### src/rtl/biquad_coef_loader.sv
// Coefficient bank plus CSR write sequencer for the biquad cascade (address word, data word, gap; then per-stage commits).
// Optional COEF_LOADER_NEGATE_A_EN: slots 3/4 hold a2/a1 and are sent negated with saturation.
module biquad_coef_loader #(
  parameter int STAGES            = 2,
  parameter int COEFFICIENT_WIDTH = 25,
  parameter int STAGE_BITS        = 3
) (
  input  logic                         clk,
  input  logic                         rst,
  input  logic                         wrEnable,
  input  logic [STAGE_BITS-1:0]        wrStage,
  input  logic [2:0]                   wrIndex,
  input  logic [COEFFICIENT_WIDTH-1:0] wrData,
  input  logic                         start,
  output logic                         busy,
  output logic                         done,
  output logic                         csrStrobe,
  output logic [31:0]                  GPIO_OUT
);

  localparam int CW = COEFFICIENT_WIDTH;
  localparam logic [STAGE_BITS-1:0] LAST_STAGE = STAGE_BITS'(STAGES - 1);

  typedef enum logic [2:0] {IDLE, ADDR, DATA, GAP, FIN} state_t;

  state_t                state_r;
  logic                  commit_r;
  logic [STAGE_BITS-1:0] stage_r;
  logic [2:0]            slot_r;
  logic [CW-1:0]         bank_r [STAGES][5];

  logic [CW-1:0]         coef_s;
  logic [STAGE_BITS-1:0] next_stage_s;
  logic [2:0]            next_slot_s;
  logic                  next_commit_s;
  logic                  last_s;

`ifdef COEF_LOADER_NEGATE_A_EN
  function automatic logic [CW-1:0] neg_sat(input logic [CW-1:0] v);
    logic [CW-1:0] most_neg;
    most_neg = {1'b1, {(CW-1){1'b0}}};
    if (v == most_neg) return ~most_neg;
    else return ~v + {{(CW-1){1'b0}}, 1'b1};
  endfunction
`endif

  function automatic logic [31:0] addr_word(input logic [STAGE_BITS-1:0] stg, input logic [2:0] slt);
    return {{(29-STAGE_BITS){1'b0}}, stg, slt};
  endfunction

  function automatic logic [31:0] data_word(input logic [CW-1:0] c);
    return {1'b1, 31'(c)};
  endfunction

  // Host writes into the bank; dropped while busy or when the slot/stage is out of range.
  always_ff @(posedge clk) begin
    for (int s = 0; s < STAGES; s++) begin
      if (wrEnable && !busy && wrStage == STAGE_BITS'(s)) begin
        case (wrIndex)
          3'd0:    bank_r[s][0] <= wrData;
          3'd1:    bank_r[s][1] <= wrData;
          3'd2:    bank_r[s][2] <= wrData;
          3'd3:    bank_r[s][3] <= wrData;
          3'd4:    bank_r[s][4] <= wrData;
          default: ;
        endcase
      end
    end
  end

  // Coefficient for the current stage/slot as it goes on the wire.
  always_comb begin
    coef_s = {CW{1'b0}};
    for (int s = 0; s < STAGES; s++) begin
      if (stage_r == STAGE_BITS'(s)) begin
        case (slot_r)
          3'd0:    coef_s = bank_r[s][0];
          3'd1:    coef_s = bank_r[s][1];
          3'd2:    coef_s = bank_r[s][2];
`ifdef COEF_LOADER_NEGATE_A_EN
          3'd3:    coef_s = neg_sat(bank_r[s][3]);
          3'd4:    coef_s = neg_sat(bank_r[s][4]);
`else
          3'd3:    coef_s = bank_r[s][3];
          3'd4:    coef_s = bank_r[s][4];
`endif
          default: coef_s = {CW{1'b0}};
        endcase
      end else begin
        coef_s = coef_s;
      end
    end
  end

  // Counter advance: slots stage-major, then one commit per stage; terminal compares only.
  always_comb begin
    next_stage_s  = stage_r;
    next_slot_s   = slot_r;
    next_commit_s = commit_r;
    last_s        = 1'b0;
    if (!commit_r) begin
      if (slot_r != 3'd4) begin
        next_slot_s = slot_r + 3'd1;
      end else if (stage_r != LAST_STAGE) begin
        next_stage_s = stage_r + STAGE_BITS'(1);
        next_slot_s  = 3'd0;
      end else begin
        next_commit_s = 1'b1;
        next_stage_s  = {STAGE_BITS{1'b0}};
        next_slot_s   = 3'd7;
      end
    end else begin
      if (stage_r != LAST_STAGE) begin
        next_stage_s = stage_r + STAGE_BITS'(1);
      end else begin
        last_s = 1'b1;
      end
    end
  end

  // Sequencer with outputs registered alongside the state they belong to.
  always_ff @(posedge clk) begin
    if (rst) begin
      state_r   <= IDLE;
      busy      <= 1'b0;
      done      <= 1'b0;
      csrStrobe <= 1'b0;
      GPIO_OUT  <= 32'd0;
      commit_r  <= 1'b0;
      stage_r   <= {STAGE_BITS{1'b0}};
      slot_r    <= 3'd0;
    end else begin
      case (state_r)
        IDLE: begin
          done <= 1'b0;
          if (start) begin
            state_r   <= ADDR;
            busy      <= 1'b1;
            csrStrobe <= 1'b1;
            GPIO_OUT  <= addr_word({STAGE_BITS{1'b0}}, 3'd0);
            commit_r  <= 1'b0;
            stage_r   <= {STAGE_BITS{1'b0}};
            slot_r    <= 3'd0;
          end else begin
            busy      <= 1'b0;
            csrStrobe <= 1'b0;
            GPIO_OUT  <= 32'd0;
          end
        end
        ADDR: begin
          state_r   <= DATA;
          csrStrobe <= 1'b1;
          GPIO_OUT  <= commit_r ? 32'h8000_0000 : data_word(coef_s);
        end
        DATA: begin
          state_r   <= GAP;
          csrStrobe <= 1'b0;
          GPIO_OUT  <= 32'd0;
        end
        GAP: begin
          stage_r  <= next_stage_s;
          slot_r   <= next_slot_s;
          commit_r <= next_commit_s;
          if (last_s) begin
            state_r   <= FIN;
            busy      <= 1'b0;
            done      <= 1'b1;
            csrStrobe <= 1'b0;
            GPIO_OUT  <= 32'd0;
          end else begin
            state_r   <= ADDR;
            csrStrobe <= 1'b1;
            GPIO_OUT  <= addr_word(next_stage_s, next_slot_s);
          end
        end
        FIN: begin
          state_r   <= IDLE;
          busy      <= 1'b0;
          done      <= 1'b0;
          csrStrobe <= 1'b0;
          GPIO_OUT  <= 32'd0;
        end
        default: begin
          state_r   <= IDLE;
          busy      <= 1'b0;
          done      <= 1'b0;
          csrStrobe <= 1'b0;
          GPIO_OUT  <= 32'd0;
        end
      endcase
    end
  end

endmodule

### config.mk
export PLATFORM = sky130hd
export DESIGN_NAME = biquad_coef_loader
export DESIGN_NICKNAME = d
export VERILOG_FILES = /design/src/rtl/biquad_coef_loader.sv
export SDC_FILE = /design/constraint.sdc
export NUM_CORES = 1
export LEC_CHECK = 0
export CAP_MARGIN = 20
export CORE_MARGIN = 2
export CORE_UTILIZATION = 53
export CTS_BUF_LIST = sky130_fd_sc_hd__clkbuf_8 sky130_fd_sc_hd__clkbuf_16
export DETAILED_ROUTE_END_ITERATION = 8
export PLACE_DENSITY = 0.75
export RECOVER_POWER = 100
export SLEW_MARGIN = 20
export SYNTH_ARGS = -nofsm -noshare
export SYNTH_HDL_FRONTEND = slang
export SYNTH_SLANG_ARGS = --single-unit
### constraint.sdc
create_clock -name clk -period 4.3 [get_ports clk]
set_input_delay 0.86 -clock clk [delete_from_list [all_inputs] [get_ports clk]]
set_output_delay 0.86 -clock clk [all_outputs]
set_load 0.02 [all_outputs]
==> flow_summary.ini, run 1 <==
[clocking]
worstSkewPairLatency_ns = 0.55
cts.sinks = 289
clk_pin_slew_worst_paths_ns = 0.06
numCtsBuffers = 29
cts_hold_buf = 0
clockBufferDepth = 3
cts_tree = done
htree_num_levels = 1
post_cts_buffers = 0
clockRootBuffer = clkbuf_16
cts_resized = 0

[logic_synthesis]
ys.flop_type = edfxtp_1
ys_ff_latch = 289
yosys-top-cells-count = edfxtp_1, nand2_1, a22o_1
yosysWarnings = 0
ys_types = 51
async_flop_share = 0
synth_edf_count = 250
synth_area_leaders = edfxtp_1, dfxtp_1, a22o_1, a221o_1, a221oi_1
synthDominantCellAreaShare = 0.687
seq_area_frac_synth = 0.758
synth_top_cell_by_area = edfxtp_1
synth_most_common_cell = edfxtp_1
mappedNetlistArea_um2 = 10900
synth_area_per_cell_um2 = 16.0
syn_inst = 684

[finish]
fin_util = 0.629
final_layout_size_suffix_gt1_frac = 0.0869
finalNonFillerCells = 1041
layout.nets = 792
fin_area_um2 = 12700
num_antenna_cells = 0
area_growth_pct = 16.4

[placement]
dpl_cell_area_um2 = 11900
port_buffers = 63
gp_congestion = 0.809
dp_hpwl_mm = 14.7
placed_cells = 987

[hold_path]
hp-class = register to register
hold_path_depth = 2

[power_and_ir_drop]
pwr-share-seq = 0.543
vdd.ir_drop.worst_mv = 0.311
power_frac_comb = 0.063
switching_share = 0.221
powerDensity_nw_per_um2 = 449
p_sw_mw = 1.26
clkPwrFrac = 0.394
p_int_mw = 4.46
power.leakage_nw = 4.49

[critical_path]
path_class = register to register
end_kind = register
arrival_ns = 3.94
worstSetupStartpointType = register
crit_fanout = 26
max_stage_delay_ns = 0.97
cp.required_ns = 4.74
worst-r2r-cell-count = 7
path_cells = inv_1 -> ha_1 -> and2_2 -> clkbuf_1 -> a221o_1 -> a21oi_1 -> a221oi_1
cp_slowest_cell = ha_1

[routing]
viasPerCell = 6.44
vias = 6699
final_antenna_net_count = 0
firstDrtPassIters = 6
wl_per_cell_um = 24.9
drc_errors = 0
drt-initial-drc-count = 834
drt-total-wl_mm = 25.9

[grt]
grt-ovfl-total = 0
grt_pass1_wl_mm = 39.3
grt_max_degree = 47
grt_use_total = 0.236
antenna_found_initial = 0
grt_pass1_vias = 6798

[sta]
min_period_ns = 3.50
hold_violations = 0
relSlewSlack = 0.199
tightestPinTransition_ns = 1.20
grt_setup_unrepaired = false
finalCritPeriodShare = 0.814
clock_skew_ns = 0.0156
max_freq_mhz = 286
setup_tns_ns = 0
maxSlewViolCount = 0
setup_viol_count_final = 0

[die]
io_pins = 70
rows = 52
dieWidth_um = 148
core_area_um2 = 20200
dieArea_um2 = 21800
die_y_um = 148
start_util = 0.540

[flow_run]
cap_violations = 0

[status]
status = finished, final reports clean
placed cells by master, fill, tap and decap left out, drive strengths merged, types with 4 or more instances in the layout:
| cell | synthesis | routed |
|---|---|---|
| a211oi | 6 | 6 |
| clkbuf | 43 | 35 |
| a22o | 45 | 45 |
| clkdlybuf4s50 | 0 | 7 |
| a21oi | 32 | 32 |
| ha | 9 | 9 |
| nor2b | 5 | 5 |
| a221oi | 25 | 25 |
| o21ai | 4 | 4 |
| nor3 | 4 | 4 |
| nor2 | 26 | 26 |
| o32ai | 5 | 5 |
| a22oi | 6 | 6 |
| clkinv | 0 | 6 |
| inv | 7 | 25 |
| dlygate4sd3 | 0 | 56 |
| nand2 | 50 | 50 |
| a221o | 29 | 29 |
| edfxtp | 250 | 250 |
| dfxtp | 39 | 39 |
| a21o | 21 | 21 |
| conb | 1 | 6 |
| a222oi | 20 | 20 |
| buf | 15 | 18 |
final timing paths:
check        slack [ns]       from            to
min                0.48       busy          busy
max                0.80  slot_r[0]  GPIO_OUT[13]
min reg2reg        0.48       busy          busy
max reg2reg        0.80  slot_r[0]  GPIO_OUT[13]
logic make-up (layout without fill, tap and decap cells):
logic type | Yosys count | count (layout) | share of synthesized area
xor+xnor | 1 | 1 | 0.000801
buf+inv | 65 | 147 | 0.0253
simple gates | 110 | 110 | 0.0484
other cells | 1 | 6 | 0.000343
compound gates | 208 | 208 | 0.156
fa+ha+maj | 9 | 9 | 0.0103
mux | 1 | 1 | 0.00103
flops | 289 | 289 | 0.758
worst max-delay path: cells and delay by family, from the launching register on:
kind,cells,cell delay [ns]
simple gates,1,0.58
compound gates,3,0.68
buf+inv,2,0.76
flops,1,0.38
fa+ha+maj,1,0.97
metal layers:
layer / vias up / GRT usage / wire [µm]
li1: 2893 / - / -
met1: 3362 / 0.314 / 10000
met2: 372 / 0.397 / 13000
met3: 72 / 0.0358 / 2070
met4: 0 / 0.0894 / 844
met5: - / 0 / 0
power by group through the flow:
stage	logic, mW	clock network (mW)	registers (mW)
final	0.360	2.25	3.10
after CTS	0.373	2.27	3.10
after floorplan	0.187	0	3.17
after global routing	0.387	2.37	3.10
after global placement	0.358	0	3.16
after detailed placement	0.370	0	3.16
state kept, by name, indices dropped and copies added, names as in the netlist:
name       cells
busy           1
slot_r         3
csrStrobe      1
state_r        3
done           1
commit_r       1
bank_r       250
stage_r        3
GPIO_OUT      26
per-stage QoR:
stage	hold WS, ns	worst slack, ns	total power [mW]
floorplan	0.492	0.0337	3.36
global placement	0.468	1.06	3.52
detailed placement	0.486	0.981	3.53
CTS	0.494	1.36	5.74
global route	0.528	0.587	5.86
finish	0.477	0.799	5.72
cell type report:
type,count,area [µm²]
inverter,7,26.3
fill,1414,7510
sequential,289,8290
clock buffer,30,739
timing repair buffer,86,811
multi-input combinational,335,2400
tap,270,338
clock inverter,24,118
Power figures use the tool's default switching activity.
==> run 2, diff against run 1 <==
Settings changed: CORE_UTILIZATION 53 to 55.
Clock period 4.3 ns to 3.5 ns, I/O delays scaled along.
==> run 2 against run 1 <==
  * Final cell count fell by 0.58%
  * Hold slack got worse by 0.0053 ns
  * Flip-flop and latch count did not move
  * Die area fell by 3.5%
  * Total power rose by 24%
  * Sequential share of layout area fell by 0.15 points
  * Critical path type unchanged
  * First-iteration DRC count fell by 32%
  * Highest routed layer unchanged
  * Largest cell class unchanged
  * Clock skew fell by 0.0018 ns
  * Maximum frequency rose by 17%
==> flow_summary.ini, run 2 (same netlist as run 1, synthesis figures left out) <==
[status]
status = finished, final reports clean

[routing]
drt-initial-drc-count = 564
vias = 6480
viasPerCell = 6.26
firstDrtPassIters = 7
drt-total-wl_mm = 24.0
wl_per_cell_um = 23.2
drc_errors = 0
final_antenna_net_count = 0

[critical_path]
worstSetupStartpointType = register
max_stage_delay_ns = 0.75
cp_slowest_cell = clkbuf_2
crit_fanout = 57
arrival_ns = 3.42
cp.required_ns = 3.92
end_kind = register
path_cells = inv_1 -> ha_2 -> clkbuf_2 -> and4b_1 -> a21oi_1 -> o21ai_0 -> a32o_1
path_class = register to register

[die]
die_y_um = 145
dieArea_um2 = 21000
rows = 51
io_pins = 70
start_util = 0.562
dieWidth_um = 145
core_area_um2 = 19500

[sta]
clock_skew_ns = 0.0138
relSlewSlack = 0.0694
setup_tns_ns = 0
maxSlewViolCount = 0
setup_viol_count_final = 0
finalCritPeriodShare = 0.858
max_freq_mhz = 333
min_period_ns = 3.00
grt_setup_unrepaired = false
hold_violations = 0
tightestPinTransition_ns = 1.40
setup_ws_ns = 0.497

[grt]
grt_use_total = 0.230
grt_pass1_wl_mm = 37.7
grt_max_degree = 58
antenna_found_initial = 0
grt_pass1_vias = 6725
grt-ovfl-total = 0

[hold_path]
hp-class = register to register

[finish]
multiInputGateArea_um2 = 2430
layout.nets = 793
regArea_um2 = 8290
final_common_cell = edfxtp_1
top_register = bank_r
num_antenna_cells = 0
largest_register_ff_count = 250
fin_area_um2 = 12800
finalNonFillerCells = 1035
layout_common_cells = edfxtp_1, dlygate4sd3_1, nand2_1
n_fill_cell = 1338
final_layout_size_suffix_gt1_frac = 0.103
largest_registers = bank_r x250, GPIO_OUT x26
area_growth_pct = 16.7

[power_and_ir_drop]
vdd.ir_drop.worst_mv = 0.485
switching_share = 0.210
powerDensity_nw_per_um2 = 554
clkPwrFrac = 0.399
p_sw_mw = 1.48
power_frac_comb = 0.062
power.leakage_nw = 4.46
p_int_mw = 5.58
pwr-share-seq = 0.539

[clocking]
cts_tree = done
cts_hold_buf = 0
worstSkewPairLatency_ns = 0.53
clockBufferDepth = 3
cts_resized = 0
numCtsBuffers = 27
clockRootBuffer = clkbuf_16
post_cts_buffers = 0
cts.sinks = 289
htree_num_levels = 1
clk_pin_slew_worst_paths_ns = 0.06

[placement]
dp_hpwl_mm = 13.6
gp_congestion = 0.862
placed_cells = 985
dpl_cell_area_um2 = 11900
port_buffers = 63
pre_cts_ws_ns = 0.442

[flow_run]
cap_violations = 0
==> run 2: cell types whose count changed in the layout (fill, tap and decap cells not counted), sizes merged <==
cell	change
clkinvlp	+1
clkbuf	+10
bufinv	+2
buf	-6
inv	-12
clkinv	+4
==> run 2: layout make-up <==
cell class | count | area share
Clock buffer | 31 | 0.0573
Clock inverter | 19 | 0.0110
Inverter | 7 | 0.00206
Multi-Input combinational cell | 335 | 0.190
Sequential cell | 289 | 0.650
Tap cell | 265 | 0.0260
Timing Repair Buffer | 89 | 0.0636
==> run 2: final timing paths <==
path             start          end  depth (start not counted)  slack [ns]
max          slot_r[0]  GPIO_OUT[1]                          7        0.50
max reg2reg  slot_r[0]  GPIO_OUT[1]                          7        0.50
min               busy         busy                          2        0.47
min reg2reg       busy         busy                          2        0.47
==> run 2: through the flow <==
step | utilization | hold WS, ns | power (mW)
2_1_floorplan | - | 0.492 | 4.13
3_3_place_gp | 0.614 | 0.470 | 4.32
3_5_place_dp | 0.614 | 0.477 | 4.33
4_1_cts | 0.658 | 0.485 | 7.12
5_1_grt | 0.655 | 0.508 | 7.28
6_report | 0.655 | 0.472 | 7.07
==> run 2: per-layer routing <==
metal	global-route usage	vias to the layer above	part of all wire	wire, µm
met3	0.0381	53	0.075	1800
met4	0.0743	0	0.027	643
met2	0.390	301	0.50	12000
li1	-	2903	-	-
met1	0.305	3223	0.40	9640
met5	0	-	0	0
==> run 2: worst max-delay path, delay by kind of cell, from the launching register on <==
| kind | cells | cell delay (ns) |
|---|---|---|
| simple gates | 1 | 0.62 |
| compound gates | 3 | 0.72 |
| fa+ha+maj | 1 | 0.23 |
| flops | 1 | 0.44 |
| buf+inv | 2 | 0.89 |
==> run 2: power by group through the flow <==
stage / sequential, mW / clock (mW) / combinational, mW
after global placement: 3.88 / 0 / 0.440
after CTS: 3.81 / 2.85 / 0.455
after detailed placement: 3.88 / 0 / 0.452
after global routing: 3.81 / 3.00 / 0.474
final: 3.81 / 2.82 / 0.440
after floorplan: 3.90 / 0 / 0.230
==> run 3, diff against run 2 <==
Settings changed: CAP_MARGIN 20 to 40, PLACE_DENSITY 0.75 to 0.73.
Clock period 3.5 ns to 3.7 ns, I/O delays scaled along.
==> run 3 against run 2 <==
  * First-iteration DRC count is 19% higher
  * Worst setup slack improved by 0.29 ns
  * Clock power increased by 5%
  * Cell area up 0.88%
  * Global-route usage is essentially flat
  * Sequential power fell by 5.2%
  * Combinational power shrank 6.1%
  * Non-clock buffer count increased by 2
  * Core utilization increased by 0.58 points
  * Highest routed layer unchanged
==> flow_summary.ini, run 3 (same netlist as run 1, synthesis figures left out) <==
[routing]
drc_errors = 0
firstDrtPassIters = 5
vias = 6608
final_antenna_net_count = 0
drt-initial-drc-count = 673
drt-total-wl_mm = 24.1
viasPerCell = 6.38
wl_per_cell_um = 23.3

[placement]
pre_cts_ws_ns = 0.658
gp_congestion = 0.852
placed_cells = 987
dpl_cell_area_um2 = 11900
port_buffers = 63
dp_hpwl_mm = 13.7

[die]
io_pins = 70
die_y_um = 145
core_area_um2 = 19500
dieWidth_um = 145
start_util = 0.562
dieArea_um2 = 21000
rows = 51

[finish]
layout.nets = 795
final_layout_size_suffix_gt1_frac = 0.106
top_register = bank_r
fin_area_um2 = 12900
finalNonFillerCells = 1036
largest_register_ff_count = 250
multiInputGateArea_um2 = 2440
num_antenna_cells = 0
area_growth_pct = 17.7
layout_common_cells = edfxtp_1, dlygate4sd3_1, nand2_1
regArea_um2 = 8290
largest_registers = bank_r x250, GPIO_OUT x26
final_common_cell = edfxtp_1
n_fill_cell = 1330

[grt]
grt.met2_usage = 0.386
grt_use_total = 0.229
grt-ovfl-total = 0
grt_max_degree = 47
top_usage_layer = met2
use_met1 = 0.311
gr-usage-met3 = 0.0340
grt_pass1_wl_mm = 37.7
antenna_found_initial = 0
grt_pass1_vias = 6719

[critical_path]
path_delay_family = buffers and inverters
cp.required_ns = 3.84
max_stage_delay_ns = 0.66
cp_slowest_cell = clkbuf_2
worstSetupStartpointType = primary input
path_cells = dlygate4sd3_1 -> nor4b_1 -> nand2b_1 -> nor2_1 -> clkbuf_2
crit_fanout = 24
arrival_ns = 3.05
path_class = primary input to register
end_kind = register
cp_num_buf_inv = 2

[status]
status = finished, final reports clean

[sta]
min_period_ns = 2.91
clock_skew_ns = 0.0241
relSlewSlack = 0.444
setup_viol_count_final = 0
setup_ws_ns = 0.787
max_freq_mhz = 343
hold_violations = 0
finalCritPeriodShare = 0.787
maxSlewViolCount = 0
setup_tns_ns = 0
tightestPinTransition_ns = 0.834
grt_setup_unrepaired = false

[clocking]
htree_num_levels = 1
clk_pin_slew_worst_paths_ns = 0.06
cts.sinks = 289
cts_hold_buf = 0
worstSkewPairLatency_ns = 0.53
clockBufferDepth = 3
cts_tree = done
post_cts_buffers = 0
cts_resized = 0
clockRootBuffer = clkbuf_16
numCtsBuffers = 27

[power_and_ir_drop]
switching_share = 0.201
power_mw = 6.99
vdd.ir_drop.worst_mv = 0.404
power_frac_comb = 0.059
pwr-share-seq = 0.516
power.leakage_nw = 4.53
p_sw_mw = 1.41
clkPwrFrac = 0.425
powerDensity_nw_per_um2 = 544
p_int_mw = 5.59

[flow_run]
cap_violations = 0

[hold_path]
hp-class = register to register
==> run 3: changes by cell type in the layout (fill, tap and decap cells not counted), sizes merged <==
cell / delta
clkbuf: -4
bufinv: +5
buf: +4
clkinv: -4
==> run 3: metal layers <==
metal | vias up | part of all wire
met1 | 3337 | 0.41
li1 | 2901 | -
met4 | 0 | 0.027
met5 | - | 0
met2 | 313 | 0.50
met3 | 57 | 0.070
==> run 3: per-stage QoR <==
stage / hold slack, ns / utilization
floorplan: 0.492 / -
global placement: 0.474 / 0.613
detailed placement: 0.481 / 0.613
CTS: 0.498 / 0.663
global route: 0.532 / 0.661
finish: 0.486 / 0.661
==> run 3: layout make-up <==
type	count	area share
Sequential cell	289	0.644
Multi-Input combinational cell	335	0.189
Timing Repair Buffer	91	0.0630
Clock buffer	29	0.0547
Tap cell	265	0.0258
Clock inverter	20	0.0210
Inverter	7	0.00204
==> run 3: final timing paths <==
| kind | startpoint | endpoint | slack, ns | cells after the start |
|---|---|---|---|---|
| max | wrStage[1] | bank_r[0][63] | 0.79 | 5 |
| max reg2reg | slot_r[0] | GPIO_OUT[17] | 0.83 | 7 |
| min reg2reg | done | done | 0.49 | 2 |
| min | done | done | 0.49 | 2 |
==> run 3: worst reg2reg max path, cell delays in order (launching register included) <==
cell	delay, ns
dfxtp_1	0.38
inv_1	0.16
ha_1	0.62
and2_2	0.70
buf_4	0.35
a221o_1	0.18
a21oi_1	0.05
a221oi_1	0.32
==> run 3: power by group through the flow <==
| stage | Clock, mW | Sequential [mW] | Combinational [mW] |
|---|---|---|---|
| 3_3_place_gp | 0 | 3.67 | 0.413 |
| 6_report | 2.97 | 3.61 | 0.413 |
| 2_1_floorplan | 0 | 3.69 | 0.218 |
| 3_5_place_dp | 0 | 3.68 | 0.426 |
| 5_1_grt | 3.16 | 3.61 | 0.445 |
| 4_1_cts | 3.02 | 3.61 | 0.428 |
